## src/rtl/spi_slave_sync.sv

```systemverilog
// SPI slave oversampled in the clk domain, full duplex, MSB first.
// Load/valid handshake toward fabric; CPOL/CPHA selectable.
module spi_slave_sync #(
    parameter int DATA_W      = 16,
    parameter int CPOL        = 0,
    parameter int CPHA        = 0,
    parameter int SYNC_STAGES = 2
) (
    input  logic              clk,
    input  logic              rst,
    input  logic              sclk,
    input  logic              cs,
    input  logic              mosi,
    output logic              miso,
    input  logic [DATA_W-1:0] tx_data,
    input  logic              tx_load,
    output logic              tx_ready,
    output logic [DATA_W-1:0] rx_data,
    output logic              rx_valid,
    output logic              busy,
    output logic              frame_err
);

    localparam int CW = $clog2(DATA_W);
    localparam logic [CW-1:0] LAST = CW'(DATA_W - 1);
    localparam bit SAMPLE_RISE = (CPOL == CPHA);
    localparam bit LOAD_AT_CS = (CPHA == 0);

    typedef enum logic {
        IDLE,
        ACTIVE
    } state_t;

    state_t state, state_n;

    logic [SYNC_STAGES-1:0] sclk_q, cs_q, mosi_q;
    logic sclk_h, cs_h;
    logic sclk_s, cs_s, mosi_s;
    logic sclk_rise, sclk_fall, cs_fall, cs_rise;
    logic sample_edge, shift_edge;
    logic start, stop, do_sample, do_shift, consume;

    logic [CW-1:0]     bit_cnt;
    logic [DATA_W-1:0] rx_sr;
    logic [DATA_W-1:0] tx_sr;
    logic [DATA_W-1:0] tx_buf;
    logic [DATA_W-1:0] tx_next;

    // Bring the asynchronous SPI pins into the clk domain.
    always_ff @(posedge clk or posedge rst) begin
        if (rst) begin
            sclk_q <= '0;
            cs_q   <= '0;
            mosi_q <= '0;
        end else begin
            sclk_q <= {sclk_q[SYNC_STAGES-2:0], sclk};
            cs_q   <= {cs_q[SYNC_STAGES-2:0], cs};
            mosi_q <= {mosi_q[SYNC_STAGES-2:0], mosi};
        end
    end

    // One history flop each on sclk and cs for edge detection.
    always_ff @(posedge clk or posedge rst) begin
        if (rst) begin
            sclk_h <= 1'b0;
            cs_h   <= 1'b0;
        end else begin
            sclk_h <= sclk_s;
            cs_h   <= cs_s;
        end
    end

    assign sclk_s = sclk_q[SYNC_STAGES-1];
    assign cs_s   = cs_q[SYNC_STAGES-1];
    assign mosi_s = mosi_q[SYNC_STAGES-1];

    assign sclk_rise = sclk_s & ~sclk_h;
    assign sclk_fall = ~sclk_s & sclk_h;
    assign cs_fall   = ~cs_s & cs_h;
    assign cs_rise   = cs_s & ~cs_h;

    assign sample_edge = SAMPLE_RISE ? sclk_rise : sclk_fall;
    assign shift_edge  = SAMPLE_RISE ? sclk_fall : sclk_rise;

    // Frame state register.
    always_ff @(posedge clk or posedge rst) begin
        if (rst) begin
            state <= IDLE;
        end else begin
            state <= state_n;
        end
    end

    // Frame sequencing; sclk edges only count inside an active frame.
    always_comb begin
        state_n   = state;
        start     = 1'b0;
        stop      = 1'b0;
        do_sample = 1'b0;
        do_shift  = 1'b0;
        unique case (state)
            IDLE: begin
                if (cs_fall) begin
                    state_n = ACTIVE;
                    start   = 1'b1;
                end
            end
            ACTIVE: begin
                if (cs_rise) begin
                    state_n = IDLE;
                    stop    = 1'b1;
                end else begin
                    do_sample = sample_edge;
                    do_shift  = shift_edge;
                end
            end
        endcase
    end

    assign consume = (start & LOAD_AT_CS) | (do_shift & (bit_cnt == '0));
    assign tx_next = tx_ready ? '0 : tx_buf;

    // Receive shifter, bit counter and word/frame status pulses.
    always_ff @(posedge clk or posedge rst) begin
        if (rst) begin
            bit_cnt   <= '0;
            rx_sr     <= '0;
            rx_data   <= '0;
            rx_valid  <= 1'b0;
            frame_err <= 1'b0;
        end else begin
            rx_valid  <= 1'b0;
            frame_err <= 1'b0;
            if (start) begin
                bit_cnt <= '0;
                rx_sr   <= '0;
            end
            if (stop && bit_cnt != '0) begin
                frame_err <= 1'b1;
            end
            if (do_sample) begin
                rx_sr <= {rx_sr[DATA_W-2:0], mosi_s};
                if (bit_cnt == LAST) begin
                    bit_cnt  <= '0;
                    rx_data  <= {rx_sr[DATA_W-2:0], mosi_s};
                    rx_valid <= 1'b1;
                end else begin
                    bit_cnt <= bit_cnt + 1'b1;
                end
            end
        end
    end

    // Transmit shifter: reload at word start, else shift left.
    always_ff @(posedge clk or posedge rst) begin
        if (rst) begin
            tx_sr <= '0;
        end else if (start && LOAD_AT_CS) begin
            tx_sr <= tx_next;
        end else if (do_shift) begin
            if (bit_cnt == '0) begin
                tx_sr <= tx_next;
            end else begin
                tx_sr <= {tx_sr[DATA_W-2:0], 1'b0};
            end
        end
    end

    // Single-entry tx buffer; a load is honoured only while empty.
    always_ff @(posedge clk or posedge rst) begin
        if (rst) begin
            tx_buf   <= '0;
            tx_ready <= 1'b1;
        end else if (tx_load && tx_ready) begin
            tx_buf   <= tx_data;
            tx_ready <= 1'b0;
        end else if (consume) begin
            tx_ready <= 1'b1;
        end
    end

    assign busy = (state == ACTIVE);
    assign miso = busy & tx_sr[DATA_W-1];

endmodule

```

## config.mk

```make
export PLATFORM = sky130hd
export DESIGN_NAME = spi_slave_sync
export DESIGN_NICKNAME = d
export VERILOG_FILES = /design/src/rtl/spi_slave_sync.sv
export SDC_FILE = /design/constraint.sdc
export NUM_CORES = 1
export LEC_CHECK = 0
export BUFFER_PORTS_ARGS = -buffer_cell sky130_fd_sc_hd__buf_2
export CORE_AREA = 10 10 103 105
export CTS_CLUSTER_DIAMETER = 120
export DETAILED_ROUTE_END_ITERATION = 8
export DIE_AREA = 0 0 113 115
export GPL_ROUTABILITY_DRIVEN = 0
export GPL_TIMING_DRIVEN = 0
export PLACE_DENSITY_LB_ADDON = 0.15
export SKIP_CTS_REPAIR_TIMING = 1
export SLEW_MARGIN = 20
export SYNTH_ARGS = -nofsm -noshare
export SYNTH_HDL_FRONTEND = slang
export SYNTH_SLANG_ARGS = --single-unit
```

## constraint.sdc

```tcl
create_clock -name clk -period 3.2 [get_ports clk]
set_clock_uncertainty 0.1 [all_clocks]
set_input_delay 0.16 -clock clk [delete_from_list [all_inputs] [get_ports clk]]
set_output_delay 0.16 -clock clk [all_outputs]
set_load 0.02 [all_outputs]
```

=== Word-level counts from Yosys, hierarchy flattened ===
Index checks and enable logic that the tools add are counted.

* Add/sub/neg operators: 1
* Multipliers: 0
* Div/mod/pow operators: 0
* Order comparisons: 0
* Eq/ne operators: 1
* Shifts and indexed selects: 0
* Multiplexer cells: 24
* Bitwise gates (word level): 12
* Reduce and logical (&&, ||, !) cells: 8

{| class="wikitable"
|+ Operators with widths
! cell !! number
|-
| 2-to-1 mux 16 bit || 4
|-
| 2-to-1 mux 15 bit || 2
|-
| 2-to-1 mux 1 bit || 14
|-
| 2-to-1 mux 4 bit || 3
|-
| AND 1 bit || 6
|-
| nonzero test 2 bit || 3
|-
| NOT 1 bit || 5
|-
| adder 4 x 1 -> 4 bit, second input constant || 1
|-
| == test 4 bit, second input constant || 1
|-
| zero test 4 bit || 1
|-
| nonzero test 4 bit || 1
|-
| logical AND 1 bit || 2
|-
| one-hot mux 1 bit (2 select lines) || 1
|-
| AND reduction 2 bit || 1
|-
| bitwise OR 1 bit || 1
|}

* Register bits: 79
* Bits in latches: 0
* Bits in writable memories: 0
* Memory bits (read-only): 0
* Input port bits: 22
* Output and inout bits: 21
* Word-level logic and storage cells: 60
* Memories kept: 0

=== Logic depth before layout (Yosys ltp) ===
Gate-level depths: netlist (run 1).

* Word-level depth: 8
* Gate-level depth with buffers: 7
* Depth with buffers taken out: 6

=== Worst setup path before layout (run 1) ===
OpenSTA, ideal clock, no wires.

* Kind: register to register
* From: reg bit_cnt[0]
* To: reg tx_sr[1]
* Setup time: 125 ps
* Data arrival time: 1,690 ps
* Required time: 2,975 ps
* Setup slack: 1,285 ps
* Stages on the path, launching flop included: 8
* Path buffers: 1
* Period minus slack after synthesis: 1,915 ps
* Cells stage by stage: dfrtp_1 inv_1 ha_1 nor3b_4 a21oi_4 buf_12 mux2_4 mux2_4

* Longest elaborated chain between the ends: 4

{| class="wikitable"
|+ Ends and longest elaborated chain
! element !! RTL line !! text
|-
| start, declared || 43 || <nowiki>logic [CW-1:0] bit_cnt;</nowiki>
|-
| start signal, assigned || 148 || <nowiki>bit_cnt <= bit_cnt + 1'b1;</nowiki>
|-
| zero test 4 bit || 161 || <nowiki>if (bit_cnt == '0) begin</nowiki>
|-
| 2-to-1 mux 16 bit || 161 ||
|-
| 2-to-1 mux 16 bit || 160 || <nowiki>end else if (do_shift) begin</nowiki>
|-
| 2-to-1 mux 16 bit || 158 || <nowiki>end else if (start && LOAD_AT_CS) begin</nowiki>
|-
| end signal, assigned || 159 || <nowiki>tx_sr <= tx_next;</nowiki>
|-
| end signal, assigned || 162 || <nowiki>tx_sr <= tx_next;</nowiki>
|-
| end signal, assigned || 164 || <nowiki>tx_sr <= {tx_sr[DATA_W-2:0], 1'b0};</nowiki>
|-
| end, declared || 45 || <nowiki>logic [DATA_W-1:0] tx_sr;</nowiki>
|}

Every way passes these cells. The select of a mux whose other input is x is not followed.
A chain may end at the register's enable or synchronous reset.

=== Worst setup path after layout (run 1) ===
Same ends and word-level chain as after synthesis.

==> results of run 1 <==
cells in the final DEF (no fill, tap or decap), drive strengths merged:
master | netlist | routed
nand2 | 3 | 3
nand3b | 1 | 1
o2bb2ai | 2 | 2
dlygate4sd3 | 0 | 20
inv | 6 | 8
nor3b | 2 | 2
a21oi | 3 | 3
nand2b | 1 | 1
mux2i | 1 | 1
buf | 9 | 52
xor2 | 1 | 1
dfrtp | 78 | 78
bufinv | 0 | 1
o21ai | 3 | 3
nor2 | 3 | 3
clkinv | 0 | 3
a22o | 16 | 16
dfstp | 1 | 1
nor2b | 16 | 16
nor4b | 1 | 1
a21boi | 1 | 1
clkbuf | 1 | 11
and3b | 2 | 2
maj3 | 1 | 1
mux2 | 63 | 63
a31oi | 1 | 1
and2 | 1 | 1
nand3 | 2 | 2
ha | 2 | 2
power breakdown:
part / switching [mW] / leakage (nW) / internal, mW
combinational: 0.272 / 0.891 / 0.516
sequential: 0.112 / 1.02 / 1.22
clock: 0.382 / 0.109 / 0.394
total: 0.766 / 2.02 / 2.13
stage by stage:
| step | power, mW | hold slack, ps | TNS [ps] | cell area [sq um] | setup slack (ps) |
|---|---|---|---|---|---|
| after global placement | 2.12 | 168 | -9430 | 3700 | -124 |
| after global routing | 3.08 | 21.4 | 0 | 4140 | 1030 |
| after detailed placement | 2.13 | 133 | 0 | 3730 | 1130 |
| final | 2.90 | 33.2 | 0 | 4140 | 1120 |
| after floorplan | 1.99 | 91.4 | 0 | 3360 | 918 |
| after CTS | 2.93 | -254 | 0 | 3940 | 1110 |
sequential cells by signal (all words and copies together) (netlist names):
name / flops
frame_err: 1
tx_buf: 16
tx_ready: 1
cs_h: 1
mosi_q: 2
busy: 1
sclk_q: 2
cs_q: 2
tx_sr: 16
bit_cnt: 4
rx_valid: 1
rx_data: 16
rx_sr: 15
sclk_h: 1
routing by layer:
layer  GRT usage, %  wire, microns  up-vias
met2           14.7           2820       34
met5              0              0        -
met4           3.55             82        0
met3           4.11            284        7
met1           11.7           2760      958
li1               -              -      937
worst max-delay path by stage:
stage                           from    endpoint  cells past startpoint
after floorplan                  rst  bit_cnt[0]                      1
after global routing      bit_cnt[0]    tx_sr[8]                      7
after detailed placement  bit_cnt[0]    tx_sr[3]                      7
after CTS                 bit_cnt[0]    tx_sr[1]                      7
final                     bit_cnt[0]    tx_sr[1]                      7
after global placement           rst  rx_data[0]                      2
final cells by class:
class	instances	share of cell area, %
Clock inverter	6	1.84
Timing Repair Buffer	63	10.4
Clock buffer	10	3.32
Tap cell	108	3.26
Sequential cell	79	47.8
Inverter	6	0.604
Buffer	10	2.15
Multi-Input combinational cell	126	30.7
kinds of logic after synthesis:
logic type / after synthesis
mux: 64
flops: 79
fa+ha+maj: 3
xor+xnor: 1
buf+inv: 16
simple gates: 32
compound gates: 26
tightest hold or removal path, stage by stage:
cell and delay (ps):
buf_2 110, inv_1 50, a22o_1 130
==> impl_metrics.toml, run 1 <==
[outcome]
status = "complete, no violations"

[yosys]
synth_flop_cell = "dfrtp_1"
synth_area_sq_um = 3360
ys_seq_area_share_pct = 58.9
synth_cells = 221
yosysWarnings = 0
synth-simple-area-share_pct = 6.29
ys_seq_elements = 79
synth_compound_area_share_pct = 7.00
synthMuxAreaShare_pct = 23.2
synth_top_cell_area_share_pct = 58.1
synth_xor_xnor_area_share_pct = 0.261
async_flop_share_pct = 100
synth_adder_area_share_pct = 1.04
synth-edff-count = 0
synth_cell_type_count = 37
synth_common_cells = "dfrtp_1 (78), mux2_2 (45), a22o_1 (16), mux2_4 (16), nor2b_1 (16)"
yosysMostFrequentCell = "dfrtp_1"
synth_fp_nets = 245
syn_avg_cell_area_sq_um = 15.2
yosys.area.top_type = "dfrtp_1"
synth_top_family_by_area = "multiplexers"
synth.area.top_cells = "dfrtp_1 (58%), mux2_2 (15%), mux2_4 (7.2%)"

[detailed_routing]
wl_microns = 5950
firstDrtPassIters = 4
via_per_inst = 4.75
wl_per_cell_microns = 14.6
drc = 0
drtIter0Drc = 44
ant_nets = 0
num_vias = 1936

[cts]
clock-sinks = 79
clockRootBuffer = "clkbuf_8"
path_clk_slew_ps = 80
htree_levels = 3
cts_buffers = 9
tritoncts = "yes"
clockBufferDepth = 2
clock_latency_ps = 350

[timing]
finalHoldViolCount = 0
slew_headroom_pct = 67.4
rsz0062_at_grt = "false"
max_freq_mhz = 482
slew_viol_final = 0
finalSetupViolCount = 0
worst_slew_pin_slew_ps = 488
min_period_ps = 2080
fin_crit_sh_pct = 64.8

[power]
power_density_nw_per_um2 = 699
max-vdd-ir-drop_mv = 0.278
leakagePower_nw = 2.02

[layout]
fillers = 765
multi_input_area_sq_um = 1270
fin_nets = 319
ff_latch_area_sq_um = 1980
drive_above_1_share_pct = 46.0
n_antenna_cell = 0
area_growth_pct = 23.3
finalCoreUtilization_pct = 48.4
finalNonFillerCells = 408

[worst_setup_path]
cp-end-kind = "flip-flop"
r2r_cells = 7
r2r_slack_ps = 1120
crit_path_cell_trace = "inv_1 > ha_1 > nor3b_4 > a21oi_4 > buf_12 > mux2_4 > mux2_4"
path_class = "reg -> reg"
cp_max_fo = 10
path_delay_family = "multiplexers"
slowest_delay_ps = 380
reg2reg_from = "bit_cnt[0]"
critPathRequiredTime_ps = 3330
arrival_ps = 2210
critPathBufInv = 2
cp-start-kind = "flip-flop"
r2r_end = "tx_sr[1]"
crit_path_top_delay_cell = "dfrtp_1"
critPathMostFrequentCell = "mux2_4"

[global_routing]
antenna_found_initial = 0
grt-ovfl-total = 0
grt_max_degree = 43
grt_pass1_wl_microns = 10100
grt_pass1_vias = 2043
grt_usage_pct = 9.57

[worst_hold_path]
hp-class = "in -> reg"
min_from = "tx_load"
min_to = "tx_ready"
hold-path-cell-count = 3

[placement]
hpwl_microns = 4060
portBuffers = 42
dp_cells = 372

[floorplan]
io_pins = 43
design.die.area_sq_um = 13000
coreArea_sq_um = 8550
num_rows = 34
die_w_microns = 113
initial_utilization_pct = 39.3
chipHeight_microns = 115

[job]
maxCapViolations = 0
No activity file was read; power rests on OpenSTA's default activity.
==> inputs of run 2 (changes only) <==
==> constraint.sdc (replaced) <==
create_clock -name clk -period 1.9 [get_ports clk]
set_clock_uncertainty 0.1 [all_clocks]
set_input_delay 0.095 -clock clk [delete_from_list [all_inputs] [get_ports clk]]
set_output_delay 0.095 -clock clk [all_outputs]
set_load 0.02 [all_outputs]
==> run 2 against run 1 <==
The flow now finishes with violations (setup timing). Final area up 5.3%. Non-clock buffer count up 19. Clock-buffer cell count unchanged. Clock power up 38%. Final cell count up 4.7%. Power up 70%. Critical path type unchanged.
==> impl_metrics.toml, run 2 (same netlist as run 1, synthesis figures left out) <==
[floorplan]
design.die.area_sq_um = 13000
chipHeight_microns = 115
io_pins = 43
initial_utilization_pct = 39.3
coreArea_sq_um = 8550
die_w_microns = 113
num_rows = 34

[cts]
clock-sinks = 79
path_clk_slew_ps = 80
tritoncts = "yes"
cts_buffers = 9
clock_latency_ps = 340
clockRootBuffer = "clkbuf_8"
htree_levels = 3
clockBufferDepth = 2

[detailed_routing]
via_per_inst = 4.62
drtIter0Drc = 56
drc = 0
wl_microns = 6280
ant_nets = 0
num_vias = 1974
wl_per_cell_microns = 14.7
firstDrtPassIters = 4

[worst_setup_path]
cp-start-kind = "flip-flop"
slowest_delay_ps = 390
crit_path_cell_trace = "inv_2 > ha_4 > nor3b_4 > a21oi_4 > buf_12 > clkbuf_16 > mux2_4 > mux2_4"
critPathRequiredTime_ps = 2030
arrival_ps = 2070
crit_path_top_delay_cell = "dfrtp_1"
cp-end-kind = "flip-flop"
critPathMostFrequentCell = "mux2_4"
path_class = "reg -> reg"
cp_max_fo = 7
r2r_cells = 8

[layout]
finalCoreUtilization_pct = 51.0
n_antenna_cell = 0
area_growth_pct = 29.8
drive_above_1_share_pct = 50.5
reg_top3 = "rx_data (16), tx_buf (16), tx_sr (16)"
fin_area_sq_um = 4360
fin_nets = 338
layout_commonest_cell = "dfrtp_1"
finalNonFillerCells = 427
final_cell_mix = "dfrtp_1 (76), buf_2 (44), mux2_2 (41)"

[timing]
max_freq_mhz = 517
rsz0062_at_grt = "true"
min_period_ps = 1940
slew_viol_final = 0
finalSetupViolCount = 9
finalHoldViolCount = 0
slew_headroom_pct = 71.9
setup_slack_ps = -35.4
holdWs_ps = 195
worst_slew_pin_slew_ps = 417
fin_crit_sh_pct = 102

[global_routing]
grt_usage_pct = 9.82
grt-ovfl-total = 0
grt_pass1_vias = 2082
antenna_found_initial = 0
grt_pass1_wl_microns = 10300
grt_max_degree = 26

[power]
p_total_mw = 4.92
max-vdd-ir-drop_mv = 0.618
power_density_nw_per_um2 = 1130
leakagePower_nw = 2.13

[worst_hold_path]
hp-class = "in -> async"

[outcome]
failed_checks = "setup timing"
status = "finished, violations left"

[placement]
portBuffers = 42
postPlaceCellArea_sq_um = 3790
dp_cells = 374
hpwl_microns = 4290

[job]
maxCapViolations = 0
run 2: changes by cell type in the layout (fill, tap and decap cells not counted), sizes merged:
| cell | delta |
|---|---|
| clkinvlp | +4 |
| clkbuf | +1 |
| dlygate4sd3 | +1 |
| buf | +17 |
| bufinv | -1 |
| inv | -3 |
run 2: per-stage QoR:
stage	TNS (ps)	setup WS [ps]
5_1_grt	-1080	-93.7
2_1_floorplan	0	10.3
3_3_place_gp	-2190	-139
4_1_cts	-2280	-153
3_5_place_dp	-1840	-126
6_report	-178	-35.4
run 2: cell type report:
type	count	area (sq um)
repair buffers	83	653
well taps	108	135
fillers	771	4190
clock buffers	10	128
flip-flops and latches	79	1980
clock inverters	6	37.5
plain buffers	9	91.3
multi-input cells	126	1310
inverters	6	26.3
run 2: critical path: cells and delay by family (launching register included):
kind,cells,cell delay [ps]
compound gates,1,60
fa+ha+maj,1,120
buf+inv,3,370
flops,1,390
mux,2,540
simple gates,1,240
run 2: power by group:
group          switching (mW)  internal, mW  leakage, nW
combinational           0.509          1.09         1.03
sequential              0.202          2.06         1.02
clock                   0.602         0.467       0.0781
run 2: final timing paths:
kind | slack, ps | to | startpoint
worst min register to register | 250 | cs_q[1] | cs_q[0]
worst max register to register | -40 | tx_sr[8] | bit_cnt[1]
max in group asynchronous | 830 | tx_ready | rst
worst max-delay path | -40 | tx_sr[8] | bit_cnt[1]
worst min-delay path | 190 | rx_data[4] | rst
min in group clk | 250 | cs_q[1] | cs_q[0]
run 2: metal layers:
metal | GRT usage [%] | wire length (microns) | share of wire (%) | vias up
li1 | - | - | - | 967
met1 | 11.8 | 2920 | 47 | 965
met2 | 15.6 | 3010 | 48 | 36
met3 | 3.54 | 266 | 4.2 | 6
met4 | 4.31 | 82 | 1.3 | 0
met5 | 0 | 0 | 0 | -
